==> config.mk <==
export PLATFORM = sky130hd
export DESIGN_NAME = llr_cb_popper_flat
export DESIGN_NICKNAME = d
export VERILOG_FILES = /design/src/rtl/llr_cb_popper_pkg.sv /design/src/rtl/llr_cb_popper_if.sv /design/src/rtl/llr_cb_popper_out_stage.sv /design/src/rtl/llr_cb_popper.sv /design/src/flat_wrapper.sv
export SDC_FILE = /design/constraint.sdc
export NUM_CORES = 1
export LEC_CHECK = 0
export BUFFER_PORTS_ARGS = -buffer_cell sky130_fd_sc_hd__buf_2
export CAP_MARGIN = 20
export CELL_PAD_IN_SITES_DETAIL_PLACEMENT = 1
export CELL_PAD_IN_SITES_GLOBAL_PLACEMENT = 1
export CORE_MARGIN = 4
export CORE_UTILIZATION = 34
export CTS_CLUSTER_SIZE = 30
export DETAILED_ROUTE_END_ITERATION = 6
export PLACE_DENSITY = 0.81
export SETUP_SLACK_MARGIN = 0.5
export SYNTH_ARGS = -nofsm -noshare
export SYNTH_HDL_FRONTEND = slang
export SYNTH_SLANG_ARGS = --single-unit
==> constraint.sdc <==
create_clock -name i_core_clk -period 7.8 [get_ports i_core_clk]
set_input_delay 0.78 -clock i_core_clk [delete_from_list [all_inputs] [get_ports i_core_clk]]
set_output_delay 0.78 -clock i_core_clk [all_outputs]
set_load 0.01 [all_outputs]
==> src/rtl/llr_cb_popper_pkg.sv <==
// Shared rate-dematching constants, drain FSM states and the lane-mask helper.
// The packing FIFO reuses lane_mask to qualify partial pops.
package llr_cb_popper_pkg;

    localparam int unsigned LLR_W  = 6;
    localparam int unsigned LANES  = 32;
    localparam int unsigned ELEN_W = 16;
    localparam int unsigned BUS_W  = LANES * LLR_W;
    localparam int unsigned CNT_W  = $clog2(LANES);

    typedef enum logic [1:0] {
        StIdle,
        StRun,
        StFlush
    } state_e;

    // Mask that keeps lanes 0..cnt (cnt is a count minus one).
    function automatic logic [BUS_W-1:0] lane_mask(input logic [CNT_W-1:0] cnt);
        logic [BUS_W-1:0] m;
        m = '0;
        for (int unsigned i = 0; i < LANES; i++) begin
            if (i <= 32'(cnt)) begin
                m[i*LLR_W +: LLR_W] = '1;
            end
        end
        return m;
    endfunction

endpackage

==> src/rtl/llr_cb_popper_if.sv <==
// Configuration, FIFO pop and output-beat signals of the code-block drain stage.
// slave is the popper side, master the environment driving it.
interface llr_cb_popper_if
    import llr_cb_popper_pkg::*;
();

    logic              cfg_start;
    logic [ELEN_W-1:0] cfg_e_len;
    logic [CNT_W-1:0]  cfg_chunk;
    logic              o_pop_permit;
    logic [CNT_W-1:0]  o_pop_amout;
    logic              i_pop_enable;
    logic [BUS_W-1:0]  i_pop_data;
    logic [BUS_W-1:0]  o_llr_data;
    logic [CNT_W-1:0]  o_llr_cnt;
    logic              o_llr_valid;
    logic              i_llr_ready;
    logic              o_sop;
    logic              o_eop;
    logic              o_busy;
    logic              o_done;

    modport slave (
        input  cfg_start, cfg_e_len, cfg_chunk, i_pop_enable, i_pop_data, i_llr_ready,
        output o_pop_permit, o_pop_amout, o_llr_data, o_llr_cnt, o_llr_valid, o_sop, o_eop,
               o_busy, o_done
    );

    modport master (
        output cfg_start, cfg_e_len, cfg_chunk, i_pop_enable, i_pop_data, i_llr_ready,
        input  o_pop_permit, o_pop_amout, o_llr_data, o_llr_cnt, o_llr_valid, o_sop, o_eop,
               o_busy, o_done
    );

endinterface

==> src/rtl/llr_cb_popper_out_stage.sv <==
// One-deep registered output slot: loads a beat, holds it until accepted.
// A load in the accept cycle replaces the old beat without a bubble.
module llr_cb_popper_out_stage
    import llr_cb_popper_pkg::*;
(
    input  logic             clk_i,
    input  logic             rstn_i,
    input  logic             load_i,
    input  logic [BUS_W-1:0] data_i,
    input  logic [CNT_W-1:0] cnt_i,
    input  logic             sop_i,
    input  logic             eop_i,
    input  logic             ready_i,
    output logic             valid_o,
    output logic [BUS_W-1:0] data_o,
    output logic [CNT_W-1:0] cnt_o,
    output logic             sop_o,
    output logic             eop_o
);

    logic             valid_q, valid_d;
    logic [BUS_W-1:0] data_q, data_d;
    logic [CNT_W-1:0] cnt_q, cnt_d;
    logic             sop_q, sop_d;
    logic             eop_q, eop_d;

    always_comb begin
        valid_d = valid_q;
        data_d  = data_q;
        cnt_d   = cnt_q;
        sop_d   = sop_q;
        eop_d   = eop_q;
        if (load_i) begin
            valid_d = 1'b1;
            data_d  = data_i;
            cnt_d   = cnt_i;
            sop_d   = sop_i;
            eop_d   = eop_i;
        end else if (valid_q && ready_i) begin
            valid_d = 1'b0;
        end
    end

    always_ff @(posedge clk_i) begin
        if (!rstn_i) begin
            valid_q <= 1'b0;
            data_q  <= '0;
            cnt_q   <= '0;
            sop_q   <= 1'b0;
            eop_q   <= 1'b0;
        end else begin
            valid_q <= valid_d;
            data_q  <= data_d;
            cnt_q   <= cnt_d;
            sop_q   <= sop_d;
            eop_q   <= eop_d;
        end
    end

    assign valid_o = valid_q;
    assign data_o  = data_q;
    assign cnt_o   = cnt_q;
    assign sop_o   = sop_q;
    assign eop_o   = eop_q;

endmodule

==> src/rtl/llr_cb_popper.sv <==
// Drains exactly E LLRs per code block from the packing FIFO in chunks of up to 32,
// shortening the final chunk so the FIFO is never popped past the block boundary.
module llr_cb_popper
    import llr_cb_popper_pkg::*;
(
    input  logic           i_core_clk,
    input  logic           i_rx_rstn,
    llr_cb_popper_if.slave bus
);

    state_e            state_q, state_d;
    logic [ELEN_W-1:0] rem_q, rem_d;
    logic [CNT_W-1:0]  chunk_q, chunk_d;
    logic              first_q, first_d;
    logic              done_q, done_d;

    logic [ELEN_W-1:0] rem_m1;
    logic [ELEN_W-1:0] take;
    logic [CNT_W-1:0]  amout;
    logic              permit, pop, last_pop, accept_eop;
    logic              out_valid, out_eop;

    assign rem_m1   = rem_q - ELEN_W'(1);
    assign amout    = (rem_m1 < ELEN_W'(chunk_q)) ? rem_m1[CNT_W-1:0] : chunk_q;
    assign take     = ELEN_W'(amout) + ELEN_W'(1);
    assign permit   = (state_q == StRun) && (!out_valid || bus.i_llr_ready);
    assign pop      = permit && bus.i_pop_enable;
    assign last_pop = (rem_q == take);
    assign accept_eop = out_valid && out_eop && bus.i_llr_ready;

    always_comb begin
        state_d = state_q;
        rem_d   = rem_q;
        chunk_d = chunk_q;
        first_d = first_q;
        done_d  = 1'b0;
        unique case (state_q)
            StIdle: begin
                if (bus.cfg_start) begin
                    if (bus.cfg_e_len == '0) begin
                        done_d = 1'b1;
                    end else begin
                        state_d = StRun;
                        rem_d   = bus.cfg_e_len;
                        chunk_d = bus.cfg_chunk;
                        first_d = 1'b1;
                    end
                end
            end
            StRun: begin
                if (pop) begin
                    rem_d   = rem_q - take;
                    first_d = 1'b0;
                    if (last_pop) begin
                        state_d = StFlush;
                    end
                end
            end
            StFlush: begin
                if (accept_eop) begin
                    state_d = StIdle;
                    done_d  = 1'b1;
                end
            end
            default: state_d = StIdle;
        endcase
    end

    always_ff @(posedge i_core_clk) begin
        if (!i_rx_rstn) begin
            state_q <= StIdle;
            rem_q   <= '0;
            chunk_q <= '0;
            first_q <= 1'b0;
            done_q  <= 1'b0;
        end else begin
            state_q <= state_d;
            rem_q   <= rem_d;
            chunk_q <= chunk_d;
            first_q <= first_d;
            done_q  <= done_d;
        end
    end

    llr_cb_popper_out_stage u_out_stage (
        .clk_i   (i_core_clk),
        .rstn_i  (i_rx_rstn),
        .load_i  (pop),
        .data_i  (bus.i_pop_data & lane_mask(amout)),
        .cnt_i   (amout),
        .sop_i   (first_q),
        .eop_i   (last_pop),
        .ready_i (bus.i_llr_ready),
        .valid_o (out_valid),
        .data_o  (bus.o_llr_data),
        .cnt_o   (bus.o_llr_cnt),
        .sop_o   (bus.o_sop),
        .eop_o   (out_eop)
    );

    assign bus.o_llr_valid  = out_valid;
    assign bus.o_eop        = out_eop;
    assign bus.o_pop_permit = permit;
    assign bus.o_pop_amout  = amout;
    assign bus.o_busy       = (state_q != StIdle);
    assign bus.o_done       = done_q;

endmodule
==> src/flat_wrapper.sv <==
// flat-port wrapper written by rule: the top's interface ports become plain ports
module llr_cb_popper_flat import llr_cb_popper_pkg::*;
  (i_core_clk, i_rx_rstn, bus_cfg_start, bus_cfg_e_len, bus_cfg_chunk, bus_i_pop_enable, bus_i_pop_data, bus_i_llr_ready, bus_o_pop_permit, bus_o_pop_amout, bus_o_llr_data, bus_o_llr_cnt, bus_o_llr_valid, bus_o_sop, bus_o_eop, bus_o_busy, bus_o_done);
  llr_cb_popper_if bus_i ();
  input  logic i_core_clk;
  input  logic i_rx_rstn;
  input wire logic [$bits(bus_i.cfg_start)-1:0] bus_cfg_start;
  input wire logic [$bits(bus_i.cfg_e_len)-1:0] bus_cfg_e_len;
  input wire logic [$bits(bus_i.cfg_chunk)-1:0] bus_cfg_chunk;
  input wire logic [$bits(bus_i.i_pop_enable)-1:0] bus_i_pop_enable;
  input wire logic [$bits(bus_i.i_pop_data)-1:0] bus_i_pop_data;
  input wire logic [$bits(bus_i.i_llr_ready)-1:0] bus_i_llr_ready;
  output wire logic [$bits(bus_i.o_pop_permit)-1:0] bus_o_pop_permit;
  output wire logic [$bits(bus_i.o_pop_amout)-1:0] bus_o_pop_amout;
  output wire logic [$bits(bus_i.o_llr_data)-1:0] bus_o_llr_data;
  output wire logic [$bits(bus_i.o_llr_cnt)-1:0] bus_o_llr_cnt;
  output wire logic [$bits(bus_i.o_llr_valid)-1:0] bus_o_llr_valid;
  output wire logic [$bits(bus_i.o_sop)-1:0] bus_o_sop;
  output wire logic [$bits(bus_i.o_eop)-1:0] bus_o_eop;
  output wire logic [$bits(bus_i.o_busy)-1:0] bus_o_busy;
  output wire logic [$bits(bus_i.o_done)-1:0] bus_o_done;
  assign bus_i.cfg_start = bus_cfg_start;
  assign bus_i.cfg_e_len = bus_cfg_e_len;
  assign bus_i.cfg_chunk = bus_cfg_chunk;
  assign bus_i.i_pop_enable = bus_i_pop_enable;
  assign bus_i.i_pop_data = bus_i_pop_data;
  assign bus_i.i_llr_ready = bus_i_llr_ready;
  assign bus_o_pop_permit = bus_i.o_pop_permit;
  assign bus_o_pop_amout = bus_i.o_pop_amout;
  assign bus_o_llr_data = bus_i.o_llr_data;
  assign bus_o_llr_cnt = bus_i.o_llr_cnt;
  assign bus_o_llr_valid = bus_i.o_llr_valid;
  assign bus_o_sop = bus_i.o_sop;
  assign bus_o_eop = bus_i.o_eop;
  assign bus_o_busy = bus_i.o_busy;
  assign bus_o_done = bus_i.o_done;
  llr_cb_popper u_core (.i_core_clk(i_core_clk), .i_rx_rstn(i_rx_rstn), .bus(bus_i));
endmodule
==> metrics.txt, run 1 <==
Pwr Total=3.01 mW; largest net degree at the start of global routing=84; Hold/Removal Path Class=reg2reg; TritonCTS Sinks=225; setup TNS after final layout=0 ps; clk slew on worst S/H paths=60 ps; synthesized area=9230 sq um; vias per cell=5.52; mux cell area share after synthesis=1.70%; clk_lat worst skew=540 ps; WP data arrival=7250 ps; Max-Cap Viols=0; commonest register cell after synthesis=dfxtp_1; final core utilization=46.6%; Post-Synth Adder-Cell Area=2.25%; Synth async-reset ratio=0%; Power per Cell Area=241 nW/um^2; core area=26800 sq um; Buf+Inv Stages, Crit Path=3; unrepaired setup endpoints after global routing=false; gpl congestion=0.899; num ports=426; CP cell instances=inv_1 -> ha_1 -> xnor2_1 -> clkinv_1 -> ha_1 -> o21a_1 -> a211oi_1 -> o2111a_1 -> nand3_1 -> a21oi_2 -> inv_1 -> ha_1 -> xnor2_1 -> ha_1 -> nor2b_1 -> o21ai_0 -> a21oi_1 -> o21ai_1 -> nand3_1 -> or4_1 -> a31oi_1; Distinct cells, synth=78; worst-margin pin slew=1080 ps; Starting DRT DRC Count=567; relative slew slack=27.1%; maximum VDD drop=0.138 mV; die area=29800 sq um; Post-Syn Nets=1189; Warnings, synthesis=0; number of setup buffers added after CTS=0; Residual DRC=0; Post-Synth Simple-Gate Area=17.1%; GRT overflow=0; final setup vio count=0; Crit path max-delay family=compound AO/OA/AOI/OAI gates; CTS H-tree depth=1; flops & latches, synth=225; die width=173 um; routed length per placed instance=21.5 um; via count=9432; synth-to-layout area growth=35.4%; Pleak=5.66 nW; first-pass GRT wire length=56.5 mm; Max Clk Rate=147 MHz; slowest stage cell, crit path=dfxtp_1; Crit path required time=8260 ps; Starting Density=34.4%; final hold vios=0; CP most frequent cell=ha_1; vias in the first global route=9725; clock root buffer master=clkbuf_16; CP Capture Type=flip-flop; Post-DRT Antenna Nets=0; Synth Area in Compound Gates=25.7%; Crit Path Class=reg2reg; Mapped Cells=955; Synth Area per Inst=9.66 sq um; main combinational cell family by area after synthesis=compound AO/OA/AOI/OAI gates; TritonCTS Buffers=25; Critical Path Fanout Max=14; EDFF count, synth=0; Tcrit/Tclk final=87.0%; slowest cell delay on critical path=520 ps; final WL=36.8 mm; DP HPWL=27.5 mm; minimum clock period=6790 ps; CTS tree=built; type of origin of the critical path=flip-flop; TritonRoute pass-1 iters=5; skew final=18.4 ps; Tot GR Track Use=23.2%; Slew Viols, Final=0; row count=60; run status=complete, no violations; Die H=173 um; nets=1583; IO Port Bufs=425; sequential share of the synthesized area=48.8%; XOR/XNOR share of the synthesized area=0.380%; Max Buffers Root-to-Sink=3; share of layout cells above drive strength 1=37.9%; initial antenna violation count=2
## cells in the final DEF (no fill, tap or decap), drive strengths merged, types with 4 or more instances in the layout
| cell | count |
|---|---|
| buf | 437 |
| dfxtp | 225 |
| a22o | 90 |
| nand3 | 81 |
| nand2 | 66 |
| nor2 | 59 |
| o21ai | 51 |
| a32o | 48 |
| a21oi | 42 |
| clkbuf | 35 |
| nor3 | 25 |
| inv | 23 |
| nor4 | 21 |
| ha | 15 |
| a211oi | 13 |
| mux2i | 11 |
| and3 | 10 |
| o21a | 9 |
| a31oi | 9 |
| clkinv | 7 |
| nand4 | 6 |
| or4 | 5 |
| nor2b | 5 |
| o211ai | 5 |
| or2 | 5 |
| a311oi | 5 |
| nor3b | 4 |
| o311ai | 4 |
## report_power, final
| part | switching, mW | total [mW] | internal, mW | leakage [nW] |
|---|---|---|---|---|
| logic | 0.371 | 0.563 | 0.192 | 3.42 |
| registers | 0.0322 | 1.21 | 1.18 | 1.82 |
| clock network | 0.492 | 1.23 | 0.741 | 0.418 |
## tightest hold or removal path, cell delays in order, from the launching register on
cell and delay, ps:
dfxtp_1 320, nand2_1 40, o21ai_0 50
## state kept, by name (all words and copies together) (netlist names)
register and cells:
u_core.first_q 1, u_core.chunk_q 5, u_core.u_out_stage.sop_o 1, u_core.u_out_stage.data_o 192, u_core.state_q 2, u_core.u_out_stage.cnt_o 5
u_core.u_out_stage.eop_o 1, u_core.rem_q 16, u_core.u_out_stage.valid_o 1, u_core.bus.o_done 1
## synthesized netlist by cell type, types with 15 or more instances
master,count,area (sq um)
ha_1,15,188
nor4_1,17,106
nand2_1,65,244
a21oi_1,40,200
a22o_1,90,788
nor3_1,20,100
inv_1,22,82.6
nand3_1,80,400
o21ai_0,48,240
a32o_1,48,480
nor2_1,59,221
clkbuf_1,63,236
dfxtp_1,225,4500
## per-layer routing
layer  part of all wire (%)  global-route usage [%]  wire, um
met1                     41                    28.3     15000
met2                     48                    40.3     17800
met3                    8.1                    5.88      2980
met4                    3.1                    7.25      1130
met5                      0                       0         0
## what timing repair did
action                                  in CTS  in global routing
hold buffers                                 0                  0
endpoints found under the setup margin       0                  2
resized for setup                            0                  1
## final cells by class
class                   instances  area [sq um]
clock inverters                10           149
well taps                     341           427
clock buffers                  35           713
repair buffers                437          2230
fillers                      3209         14300
multi-input cells             635          4370
inverters                      25          96.3
flip-flops and latches        225          4500
diodes                          1          2.50
## kinds of logic (layout without fill, tap and decap cells)
kind of cell	count (synthesis)	count (layout)
adder cells (fa/ha/maj)	16	16
multiplexers	14	14
AO/OA/AOI/OAI	300	300
flip-flops	225	225
AND/OR/NAND/NOR	301	301
XOR/XNOR	4	4
buffers and inverters	95	507
other	0	1
## per-stage QoR
| stage | instances | hold WS (ps) | setup WS (ps) | instance area, sq um |
|---|---|---|---|---|
| after floorplan | 955 | 432 | 2190 | 9230 |
| after global placement | 1661 | 428 | 1530 | 11600 |
| after detailed placement | 1661 | 443 | 1050 | 11600 |
| after CTS | 1706 | 425 | 1030 | 12500 |
| after global routing | 1709 | 431 | 537 | 12500 |
| final | 1709 | 448 | 1010 | 12500 |
## path summary, 6_finish.rpt
path	from	to	slack (ps)	cells after the start
max	u_core.rem_q[0]	u_core.rem_q[14]	1010	21
min	u_core.u_out_stage.data_o[56]	u_core.u_out_stage.data_o[56]	450	2
max reg2reg	u_core.rem_q[0]	u_core.rem_q[14]	1010	21
min reg2reg	u_core.u_out_stage.data_o[56]	u_core.u_out_stage.data_o[56]	450	2
No activity file was read; power rests on OpenSTA's default activity.
==> run 2, diff against run 1 <==
CELL_PAD_IN_SITES_DETAIL_PLACEMENT = default   (was 1)
CELL_PAD_IN_SITES_GLOBAL_PLACEMENT = default   (was 1)
CORE_AREA = 4 4 163 165   (was default)
CORE_MARGIN = default   (was 4)
CORE_UTILIZATION = default   (was 34)
DIE_AREA = 0 0 167 169   (was default)
PLACE_DENSITY = 0.66   (was 0.81)
==> run 2 against run 1 <==
Compared with the run above: routed wire length shrank 9.6%; total power shrank 3.4%; sequential share of layout area grew 0.31 points; clock power shrank 7%; die area shrank 5.4%; clock skew grew 12 ps; register-to-register slack lost 40 ps; final area shrank 0.85%; via count shrank 1.5%; largest cell class unchanged; largest power group is now registers.
==> metrics.txt, run 2 (synthesis gave the netlist of run 1 again) <==
num ports=426; final hold vios=0; WL met3=2.93 mm; Max Buffers Root-to-Sink=3; relative slew slack=27.8%; Crit path required time=8230 ps; GRT overflow=0; IO Port Bufs=425; switching share of power=29.3%; FF-to-FF End=u_core.rem_q[14]; initial antenna violation count=1; clk slew on worst S/H paths=60 ps; final WL=33.3 mm; sequential cell fraction of total power=41.6%; via count=9294; setup TNS after final layout=0 ps; die width=167 um; final setup vio count=0; CTS H-tree depth=1; clock power share=39.5%; largest net degree at the start of global routing=102; first-pass GRT wire length=51.2 mm; Placed Area=11600 sq um; Hold/Removal Path Class=reg2reg; ant diodes=0; Pwr Total=2.91 mW; R2R setup slack=970 ps; Starting DRT DRC Count=693; nets=1581; minimum clock period=6830 ps; RR Startpoint=u_core.rem_q[0]; vias in the first global route=8915; Pleak=5.62 nW; HP Start=u_core.u_out_stage.data_o[188]; TritonCTS Sinks=225; Tot GR Track Use=22.0%; synth-to-layout area growth=34.3%; TritonRoute pass-1 iters=6; fin area=12400 sq um; skew final=30.0 ps; Crit Path Class=reg2reg; TritonCTS Buffers=24; vias per cell=5.49; type of origin of the critical path=flip-flop; number of setup buffers added after CTS=0; share of layout cells above drive strength 1=37.8%; most common cell after layout, fill and taps aside=buf_2; Die H=169 um; Power per Cell Area=235 nW/um^2; maximum VDD drop=0.145 mV; die area=28200 sq um; met2 WL=15.9 mm; Hold WS=449 ps; core area=25000 sq um; final core utilization=49.5%; row count=58; Tcrit/Tclk final=87.5%; WP data arrival=7260 ps; Sw Pwr=0.853 mW; uppermost layer routed=met5; Post-CTS Resized=0; CTS tree=built; placed cells=1649; internal power=2.05 mW; Final Non-Filler Cells=1692; max reg flops=192; clk_lat worst skew=530 ps; Post-DRT Antenna Nets=0; final worst-path setup slack=974 ps; clock root buffer master=clkbuf_16; Max Clk Rate=146 MHz; hold depth=2; Max-Cap Viols=0; Residual DRC=0; unrepaired setup endpoints after global routing=false; Slew Viols, Final=0; Starting Density=36.9%; CP Capture Type=flip-flop; most frequent cells in the layout=buf_2, dfxtp_1, a22o_1; WHS Endpoint=u_core.u_out_stage.data_o[188]; run status=complete, no violations; M1 wire length=13.6 mm; gpl congestion=0.935; CTS Hold Bufs=0; worst r2r path cells=21; routed length per placed instance=19.7 um; DP HPWL=24.8 mm; DP Worst Slack=1220 ps; worst-margin pin slew=1080 ps; Critical Path Fanout Max=14; Comb pwr share=18.8%
run 2: power groups by stage:
| stage | sequential (mW) | clock [mW] | combinational, mW |
|---|---|---|---|
| floorplan | 1.23 | 0 | 0.349 |
| global placement | 1.23 | 0 | 0.533 |
| detailed placement | 1.23 | 0 | 0.540 |
| CTS | 1.21 | 1.17 | 0.542 |
| global route | 1.21 | 1.23 | 0.603 |
| finish | 1.21 | 1.15 | 0.548 |
run 2: cell type report:
class                   count  area, sq um
clock buffers              32          691
clock inverters             9          109
fillers                  2392        12600
inverters                  25         96.3
multi-input cells         635         4370
flip-flops and latches    225         4500
well taps                 330          413
repair buffers            436         2210
run 2: per-layer routing:
layer,GRT usage [%],up-vias
met5,0,-
met3,5.02,67
met2,37.7,468
li1,-,4398
met1,28.3,4359
met4,5.59,2
run 2: worst max path at each step:
stage                     from                to
2_1_floorplan  u_core.rem_q[0]  u_core.rem_q[14]
3_3_place_gp   u_core.rem_q[0]  u_core.rem_q[14]
3_5_place_dp   u_core.rem_q[0]  u_core.rem_q[14]
4_1_cts        u_core.rem_q[0]  u_core.rem_q[14]
5_1_grt        u_core.rem_q[0]  u_core.rem_q[14]
6_report       u_core.rem_q[0]  u_core.rem_q[14]
run 2: critical path, stage by stage, from the launching register on:
cell and delay (ps):
dfxtp_1 510, inv_1 150, ha_1 290, xnor2_1 500
clkinv_1 410, ha_1 370, o21a_1 100, a211oi_1 430
o2111a_1 330, nand3_1 430, a21oi_1 570, inv_1 130
ha_1 270, xnor2_1 140, ha_1 340, nor2b_1 160
o21ai_0 240, a21oi_1 140, o21ai_1 420, nand3_1 200
or4_1 450, a31oi_1 160
==> run 3, diff against run 2 <==
CORE_AREA = 4 4 162 164   (was 4 4 163 165)
CTS_BUF_LIST = sky130_fd_sc_hd__clkbuf_4   (was default)
DIE_AREA = 0 0 166 168   (was 0 0 167 169)
PLACE_DENSITY = 0.67   (was 0.66)
RECOVER_POWER = 100   (was default)
==> run 3 against run 2 <==
Compared with the run above: the run now ends with capacitance limit, slew limit left; sequential power about the same; fmax decreased by 0.87%; sequential share of layout area increased by 1.4 points; largest cell class unchanged; worst hold slack got worse by 120 ps; non-clock buffer count decreased by 1; via count increased by 2.3%; cell count increased by 3.2%; clock-buffer cell count increased by 46.
==> metrics.txt, run 3 (synthesis gave the netlist of run 1 again) <==
Max Buffers Root-to-Sink=3; final setup vio count=0; DP HPWL=24.9 mm; Pwr Total=2.73 mW; vias in the first global route=9130; Residual DRC=0; Starting DRT DRC Count=713; CP Capture Type=flip-flop; clock root buffer master=clkbuf_4; fin area=11900 sq um; CTS H-tree depth=2; Crit path required time=8340 ps; GRT overflow=0; synth-to-layout area growth=29.4%; clk_lat worst skew=660 ps; RR Startpoint=u_core.rem_q[0]; die width=166 um; R2R setup slack=910 ps; max reg flops=192; die area=27900 sq um; first-pass GRT wire length=51.4 mm; type of origin of the critical path=flip-flop; core area=24900 sq um; IO Port Bufs=425; Critical Path Fanout Max=22; skew final=34.7 ps; row count=58; minimum clock period=6890 ps; Starting Density=37.1%; Crit Path Class=reg2reg; largest net degree at the start of global routing=83; Post-CTS Resized=0; TritonCTS Buffers=58; footprint of the multi-input gates=4290 sq um; Placed Area=11600 sq um; critical path depth=19; Fillers=2552; FF-to-FF End=u_core.rem_q[14]; WHS Endpoint=u_core.u_out_stage.data_o[133]; failing checks=capacitance limit, slew limit; via count=9504; final WL=33.6 mm; Final Non-Filler Cells=1746; Pleak=4.71 nW; TritonCTS Sinks=225; gpl congestion=0.909; Power per Cell Area=229 nW/um^2; Buf+Inv Stages, Crit Path=3; HP Start=bus_i_pop_data[133]; TritonRoute pass-1 iters=5; Tot GR Track Use=22.6%; DP Worst Slack=1230 ps; Seq. cell area=4500 sq um; clk slew on worst S/H paths=60 ps; setup TNS after final layout=0 ps; num ports=426; vias per cell=5.44; Crit path max-delay family=compound AO/OA/AOI/OAI gates; placed cells=1650; most common cell after layout, fill and taps aside=dfxtp_1; slowest cell delay on critical path=840 ps; CP cell instances=inv_1 -> ha_1 -> xnor2_1 -> clkinv_1 -> ha_1 -> o21a_1 -> a211oi_1 -> o2111ai_1 -> nor3_4 -> clkbuf_1 -> mux2_1 -> or3b_2 -> ha_1 -> o21ai_0 -> a21oi_1 -> o21ai_1 -> nand3_1 -> or4_1 -> a31oi_1; Max-Cap Viols=3; Slew Viols, Final=197; Post-DRT Antenna Nets=0; initial antenna violation count=3; most frequent cells in the layout=dfxtp_1, buf_2, clkbuf_1; CTS Hold Bufs=0; unrepaired setup endpoints after global routing=false; CTS tree=built; Die H=168 um; WP data arrival=7420 ps; Hold/Removal Path Class=in2reg; maximum VDD drop=0.128 mV; Max Clk Rate=145 MHz; worst-margin pin slew=2900 ps; routed length per placed instance=19.2 um; worst r2r path cells=19; nets=1614; hold depth=2; run status=finished with violations; slowest stage cell, crit path=clkbuf_1; final worst-path setup slack=914 ps; share of layout cells above drive strength 1=23.8%; number of setup buffers added after CTS=0; relative slew slack=-93.7%; Tcrit/Tclk final=88.3%; final hold vios=0; CP most frequent cell=ha_1
## run 3: cell types whose count changed in the layout (fill, tap and decap cells not counted), sizes merged
cell / previous run / this run
buf: 436 / 222
clkinv: 9 / 17
diode: 0 / 1
clkbuf: 32 / 291
## run 3: power by group
group | total (mW) | leakage [nW] | switching (mW) | internal (mW)
Sequential | 1.21 | 1.82 | 0.0316 | 1.18
Clock | 0.986 | 0.416 | 0.460 | 0.526
Combinational | 0.531 | 2.48 | 0.353 | 0.178
## run 3: stage by stage
stage,utilization (%),hold WS (ps)
2_1_floorplan,-,432
3_3_place_gp,46.5,429
3_5_place_dp,46.5,440
4_1_cts,49.4,265
5_1_grt,48.0,267
6_report,48.0,333
## run 3: worst max-delay path by stage
| stage | to | from |
|---|---|---|
| finish | u_core.rem_q[14] | u_core.rem_q[0] |
| global route | u_core.rem_q[14] | u_core.rem_q[0] |
| CTS | u_core.rem_q[14] | u_core.rem_q[0] |
| detailed placement | u_core.rem_q[14] | u_core.rem_q[0] |
| global placement | u_core.rem_q[14] | u_core.rem_q[0] |
| floorplan | u_core.rem_q[14] | u_core.rem_q[0] |
## run 3: metal layers
metal / track usage, % / part of all wire (%) / up-vias
met5: 0 / 0.039 / -
met4: 7.14 / 2.2 / 2
met3: 6.20 / 8.2 / 54
met2: 38.1 / 48 / 499
met1: 28.2 / 41 / 4438
li1: - / - / 4511
## run 3: worst reg2reg max path: cells and delay by family, from the launching register on
family	cells	cell delay (ps)
AOI/OAI and AO/OA	7	1610
xor gates and xnor gates	1	470
adders and majority gates	3	980
buffers and inverters	3	1380
DFF	1	510
muxes	1	440
and+or+nand+nor	4	1390
## run 3: layout make-up
type | count | area share, %
Antenna cell | 1 | 0.0210
Clock buffer | 78 | 4.90
Clock inverter | 17 | 1.04
Inverter | 25 | 0.807
Multi-Input combinational cell | 635 | 35.9
Sequential cell | 225 | 37.7
Tap cell | 330 | 3.46
Timing Repair Buffer | 435 | 16.1
